## src/rtl/axi_ram_initiator.sv

```systemverilog
// rtl/axi_ram_initiator.sv - AXI-style burst slave driving the single-port byte-masked on-chip RAM.
// One RAM access per beat; reads pass through a 2-entry skid FIFO to absorb r_ready backpressure.
module axi_ram_initiator #(
  parameter int ADDR_BITS     = 14,
  parameter int RAM_ADDR_BITS = 12
) (
  input  logic                     clk,
  input  logic                     reset,
  input  logic                     axi_arw_valid,
  output logic                     axi_arw_ready,
  input  logic [ADDR_BITS-1:0]     axi_arw_payload_addr,
  input  logic                     axi_arw_payload_id,
  input  logic [7:0]               axi_arw_payload_len,
  input  logic [2:0]               axi_arw_payload_size,
  input  logic [1:0]               axi_arw_payload_burst,
  input  logic                     axi_arw_payload_write,
  input  logic                     axi_w_valid,
  output logic                     axi_w_ready,
  input  logic [31:0]              axi_w_payload_data,
  input  logic [3:0]               axi_w_payload_strb,
  input  logic                     axi_w_payload_last,
  output logic                     axi_b_valid,
  input  logic                     axi_b_ready,
  output logic                     axi_b_payload_id,
  output logic                     axi_r_valid,
  input  logic                     axi_r_ready,
  output logic [31:0]              axi_r_payload_data,
  output logic                     axi_r_payload_id,
  output logic                     axi_r_payload_last,
  output logic                     ram_en,
  output logic                     ram_wr,
  output logic [RAM_ADDR_BITS-1:0] ram_addr,
  output logic [3:0]               ram_mask,
  output logic [31:0]              ram_wrData,
  input  logic [31:0]              ram_rdData
);

  typedef enum logic [1:0] {IDLE, WRITE, WRITE_RESP, READ} state_t;

  state_t                state, state_nxt;
  logic [ADDR_BITS-1:0]  addr_q;
  logic [ADDR_BITS-1:0]  addr_step;
  logic                  id_q;
  logic [7:0]            len_q;
  logic [1:0]            burst_q;
  logic [8:0]            beat_q;
  logic                  inflight_q;
  logic                  inflight_last_q;
  logic [32:0]           fifo_mem [2];
  logic                  rd_ptr;
  logic                  wr_ptr;
  logic [1:0]            fifo_count;

  logic                  arw_fire;
  logic                  w_fire;
  logic                  issue;
  logic                  pop;
  logic                  last_beat;
  logic                  wrap_ok;
  logic [ADDR_BITS-1:0]  addr_inc;
  logic [ADDR_BITS-1:0]  wrap_mask;
  logic [2:0]            occ_after_pop;

  // size and w_last are deliberately unused: beats are always 4 bytes and the counter ends bursts
  logic                  unused_ok;
  assign unused_ok = ^{axi_arw_payload_size, axi_w_payload_last};

  assign arw_fire  = axi_arw_valid && axi_arw_ready;
  assign w_fire    = (state == WRITE) && axi_w_valid;
  assign pop       = axi_r_valid && axi_r_ready;
  assign last_beat = (beat_q == {1'b0, len_q});

  assign occ_after_pop = {1'b0, fifo_count} + {2'b00, inflight_q} - {2'b00, pop};
  assign issue = (state == READ) && (beat_q <= {1'b0, len_q}) && (occ_after_pop < 3'd2);

  assign wrap_ok   = (burst_q == 2'b10) &&
                     ((len_q == 8'd1) || (len_q == 8'd3) || (len_q == 8'd7) || (len_q == 8'd15));
  assign addr_inc  = addr_q + ADDR_BITS'(4);
  assign wrap_mask = ADDR_BITS'({len_q[3:0], 2'b11});

  always_comb begin
    addr_step = addr_inc;
    if (burst_q == 2'b00)
      addr_step = addr_q;
    else if (wrap_ok)
      addr_step = (addr_q & ~wrap_mask) | (addr_inc & wrap_mask);
  end

  always_comb begin
    state_nxt = state;
    case (state)
      IDLE:       if (axi_arw_valid) state_nxt = axi_arw_payload_write ? WRITE : READ;
      WRITE:      if (w_fire && last_beat) state_nxt = WRITE_RESP;
      WRITE_RESP: if (axi_b_ready) state_nxt = IDLE;
      READ:       if (pop && axi_r_payload_last) state_nxt = IDLE;
      default:    state_nxt = IDLE;
    endcase
  end

  always_ff @(posedge clk or negedge reset) begin
    if (!reset) state <= IDLE;
    else        state <= state_nxt;
  end

  assign axi_arw_ready      = (state == IDLE);
  assign axi_w_ready        = (state == WRITE);
  assign axi_b_valid        = (state == WRITE_RESP);
  assign axi_b_payload_id   = id_q;
  assign axi_r_valid        = (fifo_count != 2'd0);
  assign axi_r_payload_data = fifo_mem[rd_ptr][32:1];
  assign axi_r_payload_last = fifo_mem[rd_ptr][0];
  assign axi_r_payload_id   = id_q;

  assign ram_en     = w_fire || issue;
  assign ram_wr     = w_fire;
  assign ram_addr   = addr_q[ADDR_BITS-1:2];
  assign ram_mask   = (state == WRITE) ? axi_w_payload_strb : 4'hF;
  assign ram_wrData = axi_w_payload_data;

  always_ff @(posedge clk or negedge reset) begin
    if (!reset) begin
      addr_q          <= '0;
      id_q            <= 1'b0;
      len_q           <= 8'd0;
      burst_q         <= 2'b00;
      beat_q          <= 9'd0;
      inflight_q      <= 1'b0;
      inflight_last_q <= 1'b0;
      fifo_mem[0]     <= '0;
      fifo_mem[1]     <= '0;
      rd_ptr          <= 1'b0;
      wr_ptr          <= 1'b0;
      fifo_count      <= 2'd0;
    end else begin
      if (arw_fire) begin
        addr_q  <= axi_arw_payload_addr;
        id_q    <= axi_arw_payload_id;
        len_q   <= axi_arw_payload_len;
        burst_q <= axi_arw_payload_burst;
        beat_q  <= 9'd0;
      end else if (w_fire || issue) begin
        addr_q <= addr_step;
        beat_q <= beat_q + 9'd1;
      end
      // RAM data returns one cycle after issue and lands in the FIFO then
      inflight_q      <= issue;
      inflight_last_q <= last_beat;
      if (inflight_q) begin
        fifo_mem[wr_ptr] <= {ram_rdData, inflight_last_q};
        wr_ptr           <= ~wr_ptr;
      end
      if (pop) rd_ptr <= ~rd_ptr;
      fifo_count <= fifo_count + {1'b0, inflight_q} - {1'b0, pop};
    end
  end

endmodule

```

## config.mk

```make
export PLATFORM = sky130hd
export DESIGN_NAME = axi_ram_initiator
export DESIGN_NICKNAME = d
export VERILOG_FILES = /design/src/rtl/axi_ram_initiator.sv
export SDC_FILE = /design/constraint.sdc
export NUM_CORES = 1
export LEC_CHECK = 0
export CORE_UTILIZATION = 40
export DETAILED_ROUTE_END_ITERATION = 12
export PLACE_DENSITY = 0.73
export SLEW_MARGIN = 15
export SYNTH_ARGS = -nofsm -noshare
export SYNTH_HDL_FRONTEND = slang
export SYNTH_SLANG_ARGS = --single-unit
```

## constraint.sdc

```tcl
create_clock -name clk -period 8.02 [get_ports clk]
set_clock_uncertainty 0.05 [all_clocks]
set_input_delay 1.604 -clock clk [delete_from_list [all_inputs] [get_ports clk]]
set_output_delay 1.604 -clock clk [all_outputs]
set_load 0.005 [all_outputs]
```

==> reports/metrics.sh <==
PLACEDCELLCOUNT=716
GLOBALROUTEMET2UTIL=0.2824
ANTENNA_VIOLATING_NETS_POST_ROUTE=0
IO_PINS=193
ANTENNA_FOUND_INITIAL=0
UTILIZATION=0.5302
PLACEMENTROWS=41
LAYOUT.CELLS.MOST_COMMON='clkdlybuf4s50_1'
CRIT_PATH_END_KIND='primary output'
DP_HPWL_MM=8.111
DP_AREA_SQ_UM=6502
CTS.SINK_COUNT=106
WORSTPATHARRIVAL_PS=4580
CRITICAL_PATH.N_BUFFERS_INVERTERS=5
GRT_OVERFLOW_TOTAL=0
TOTAL_WIRE_LENGTH_AFTER_DETAILED_ROUTING_MM=11.44
CRITICAL_PATH.MAX_STAGE_DELAY_PS=540
CRIT-REG2REG-LAUNCH='fifo_count[1]$_DFF_PN0_'
TIMING_WORST_SLEW_PIN_VALUE_PS=1121
VIA_PER_INST=5.087
IR_DROP_V=0.0001406
CRITICAL_PATH.CELL_CHAIN='clkdlybuf4s50_1 -> nand2_1 -> inv_1 -> ha_1 -> inv_1 -> ha_1 -> fa_1 -> or4_1 -> o21ai_0 -> buf_4 -> clkdlybuf4s50_1'
COUNT_OF_FLIP_FLOPS_WITH_A_BUILT_IN_ENABLE_AFTER_SYNTHESIS=0
CTSLONGESTPATHBUFFERS=2
YS_SEQ_ELEMENTS=106
DETAILROUTE.VIA_COUNT=3724
FP.DIEH_UM=117.7
VIA_COUNT_OF_THE_FIRST_GLOBAL_ROUTING_PASS=3876
DIE_WIDTH_UM=117.7
LAYOUT_WORST_PATH_CYCLE_SHARE=0.7778
TIMING.HOLD.WORST_ENDPOINT='fifo_mem[60]$_DFFE_PN0P_'
GLOBALROUTEMET1UTIL=0.2231
LAYOUT_CELL_SHARE_WITH_DRIVE_STRENGTH_BEYOND_1=0.2196
POSTLAYOUTCELLAREA_SQ_UM=6800
SEQ_AREA_FRAC_SYNTH=0.4950
REPORT.FINAL.SETUP_VIOL=0
RUN_STATUS='completed'
NUMBER_OF_STANDARD_CELLS_IN_THE_FINAL_LAYOUT_EXCLUDING_FILLERS=732
CTS_SETUP_BUFFERS=0
FIN_TNS_SETUP_PS=0
TOP_USAGE_LAYER='met2'
GP_CONGESTION=0.8472
WORSTHOLDSTART='fifo_mem[60]$_DFFE_PN0P_'
SYNTH.CELL_AREA_SQ_UM=5359
CTS.HTREE.LEVELS=3
POWER-PER-CELL-AREA_nW_PER_UM2=378.0
MAX-SLEW-MARGIN-REL=0.2530
HOLD_PATH.CLASS='reg -> reg'
GRT_SETUP_UNREPAIRED='no'
FP.COREAREA_SQ_UM=12820
SYNTH-WARNING-COUNT=0
SYNTH_AREA_PER_CELL_SQ_UM=11.38
R2R_CELLS=13
WORSTSETUPSTARTPOINTTYPE='input port'
FINALMAXSLEWVIOLATIONS=0
GRT_USE_TOTAL=0.1746
ANTENNA_CELLS_INSERTED=0
FLOORPLAN_DIE_AREA_SQ_UM=13860
ASYNC_RESET_FF_FRAC=1.000
WORST_R2R_ENDPOINT='addr_q[9]$_DFFE_PN0P_'
HOLDBUFCOUNTCTS=0
CRITPATHMAXFANOUT=11
CTS_ROOT_BUF='clkbuf_16'
INITIAL_UTILIZATION=0.4179
FIRSTDRTPASSITERS=4
WORSTSETUPPATHTYPE='in -> out'
NUMPORTBUFFERS=122
DRT_FIRST_ITER_VIOLATIONS=139
CRITPATHSLOWESTCELL='or4_1'
FLOW.AREA_GROWTH_FROM_SYNTHESIS_PCT=26.90
FINAL_NET_COUNT=672
MOSTFREQUENTLAYOUTCELLS='clkdlybuf4s50_1 (121), dfrtp_1 (106), mux2_2 (99)'
PATH_CLK_SLEW_PS=70
GLOBAL_ROUTE.USAGE.MET3=0.04021
SYN_NETS=588
POST-ROUTE-DRC-COUNT=0
CTS_RESIZED=0
P_LEAK_nW=2.894
COUNT_OF_MAPPED_CELLS_OUT_OF_SYNTHESIS=471
CTS-BUFFERS-INSERTED=9
WORST_PATH_DOMINANT_CELL_FAMILY='buffers and inverters'
DETAIL_ROUTE.WL_PER_CELL_UM=15.63
FILLER_CELL_COUNT=1115
CAP_VIOLATIONS=0
GRT_FIRST_PASS_WIRELENGTH_MM=19.43
SETUP.REG_TO_REG.WORST_SLACK_PS=4590
CTS_TREE='done'
CLOCK_LATENCY_AT_THE_LATER_PIN_OF_THE_WORST_SKEW_PAIR_PS=350
YS_DOMINANT_REG_CELL='dfrtp_1'
YOSYS.CELL_TYPES.COUNT=43
CRITICAL_PATH_REQUIRED_PS=6370
HOLD_VIOL_FINAL=0
MAX_CLOCK_FREQ_MHz=160.3
TOTALPOWERFINAL_mW=2.570
GRT_START_MAX_NET_PINS=59
WORST_HOLD_PATH.NUM_CELLS=1
MIN_PERIOD_PS=6238
==> worst max path at each step <==
stage	start	to	slack [ps]	cells after the start
floorplan	axi_r_ready	ram_en	2810	9
global placement	axi_r_ready	ram_en	1810	11
detailed placement	axi_r_ready	ram_en	1800	11
CTS	axi_r_ready	ram_en	1780	11
global route	axi_r_ready	ram_en	1640	11
finish	axi_r_ready	ram_en	1780	11
==> synth_stat cells (2+ instances only) <==
master | number | area, sq um
nand2b_1 | 4 | 25.02
buf_1 | 3 | 11.26
and2_1 | 3 | 18.77
or3_1 | 2 | 12.51
nand4_1 | 9 | 56.30
buf_4 | 34 | 255.2
nand3_1 | 13 | 65.06
and4_1 | 2 | 17.52
nor2_1 | 22 | 82.58
a21o_1 | 4 | 30.03
ha_1 | 12 | 150.1
o21ai_0 | 18 | 90.09
nand2_2 | 2 | 12.51
dfrtp_1 | 106 | 2653
nand2_1 | 39 | 146.4
o211ai_1 | 5 | 37.54
inv_1 | 20 | 75.07
mux2i_1 | 2 | 20.02
xor2_1 | 10 | 87.58
xnor2_1 | 4 | 35.03
o22ai_1 | 2 | 12.51
mux2_2 | 99 | 1115
a211oi_1 | 2 | 15.01
a21oi_1 | 14 | 70.07
or4_1 | 3 | 22.52
and3_1 | 4 | 25.02
clkbuf_1 | 15 | 56.30
nor2b_1 | 3 | 18.77
==> power breakdown <==
part | switching [mW] | internal, mW
registers | 0.160 | 0.782
clock network | 0.193 | 0.251
logic | 0.463 | 0.721
==> stage by stage <==
stage          hold slack (ps)  worst slack [ps]
2_1_floorplan            411.0              2812
3_3_place_gp             430.6              1807
3_5_place_dp             437.3              1801
4_1_cts                  452.6              1783
5_1_grt                  466.1              1642
6_report                 451.5              1782
==> registers in the layout (all words and copies together) (netlist names), named ones only <==
signal	count
fifo_mem	66
state	2
inflight_q	1
wr_ptr	1
burst_q	2
rd_ptr	1
addr_q	9
axi_b_payload_id	1
fifo_count	2
beat_q	9
len_q	8
inflight_last_q	1
==> routing by layer <==
metal	routed length (um)	up-vias
met5	0	-
li1	-	1777
met2	5439	114
met1	5071	1801
met4	244	0
met3	683	32
==> layout make-up <==
class / instances / area, sq um / area share
Inverter: 20 / 75.07 / 0.01104
Multi-Input combinational cell: 292 / 2311 / 0.3398
Tap cell: 172 / 215.2 / 0.03165
Clock buffer: 12 / 246.5 / 0.03625
Timing Repair Buffer: 126 / 1249 / 0.1836
Sequential cell: 106 / 2653 / 0.3901
Clock inverter: 4 / 51.30 / 0.007544
==> kinds of logic (layout without fill, tap and decap cells) <==
family / after synthesis / after routing / share of synthesized area
xor+xnor: 14 / 14 / 0.02288
compound gates: 53 / 53 / 0.06281
flops: 106 / 106 / 0.4950
simple gates: 111 / 111 / 0.1006
fa+ha+maj: 13 / 13 / 0.03175
buf+inv: 73 / 162 / 0.07518
mux: 101 / 101 / 0.2118
Note: power is estimated with default switching activity, not from simulation.
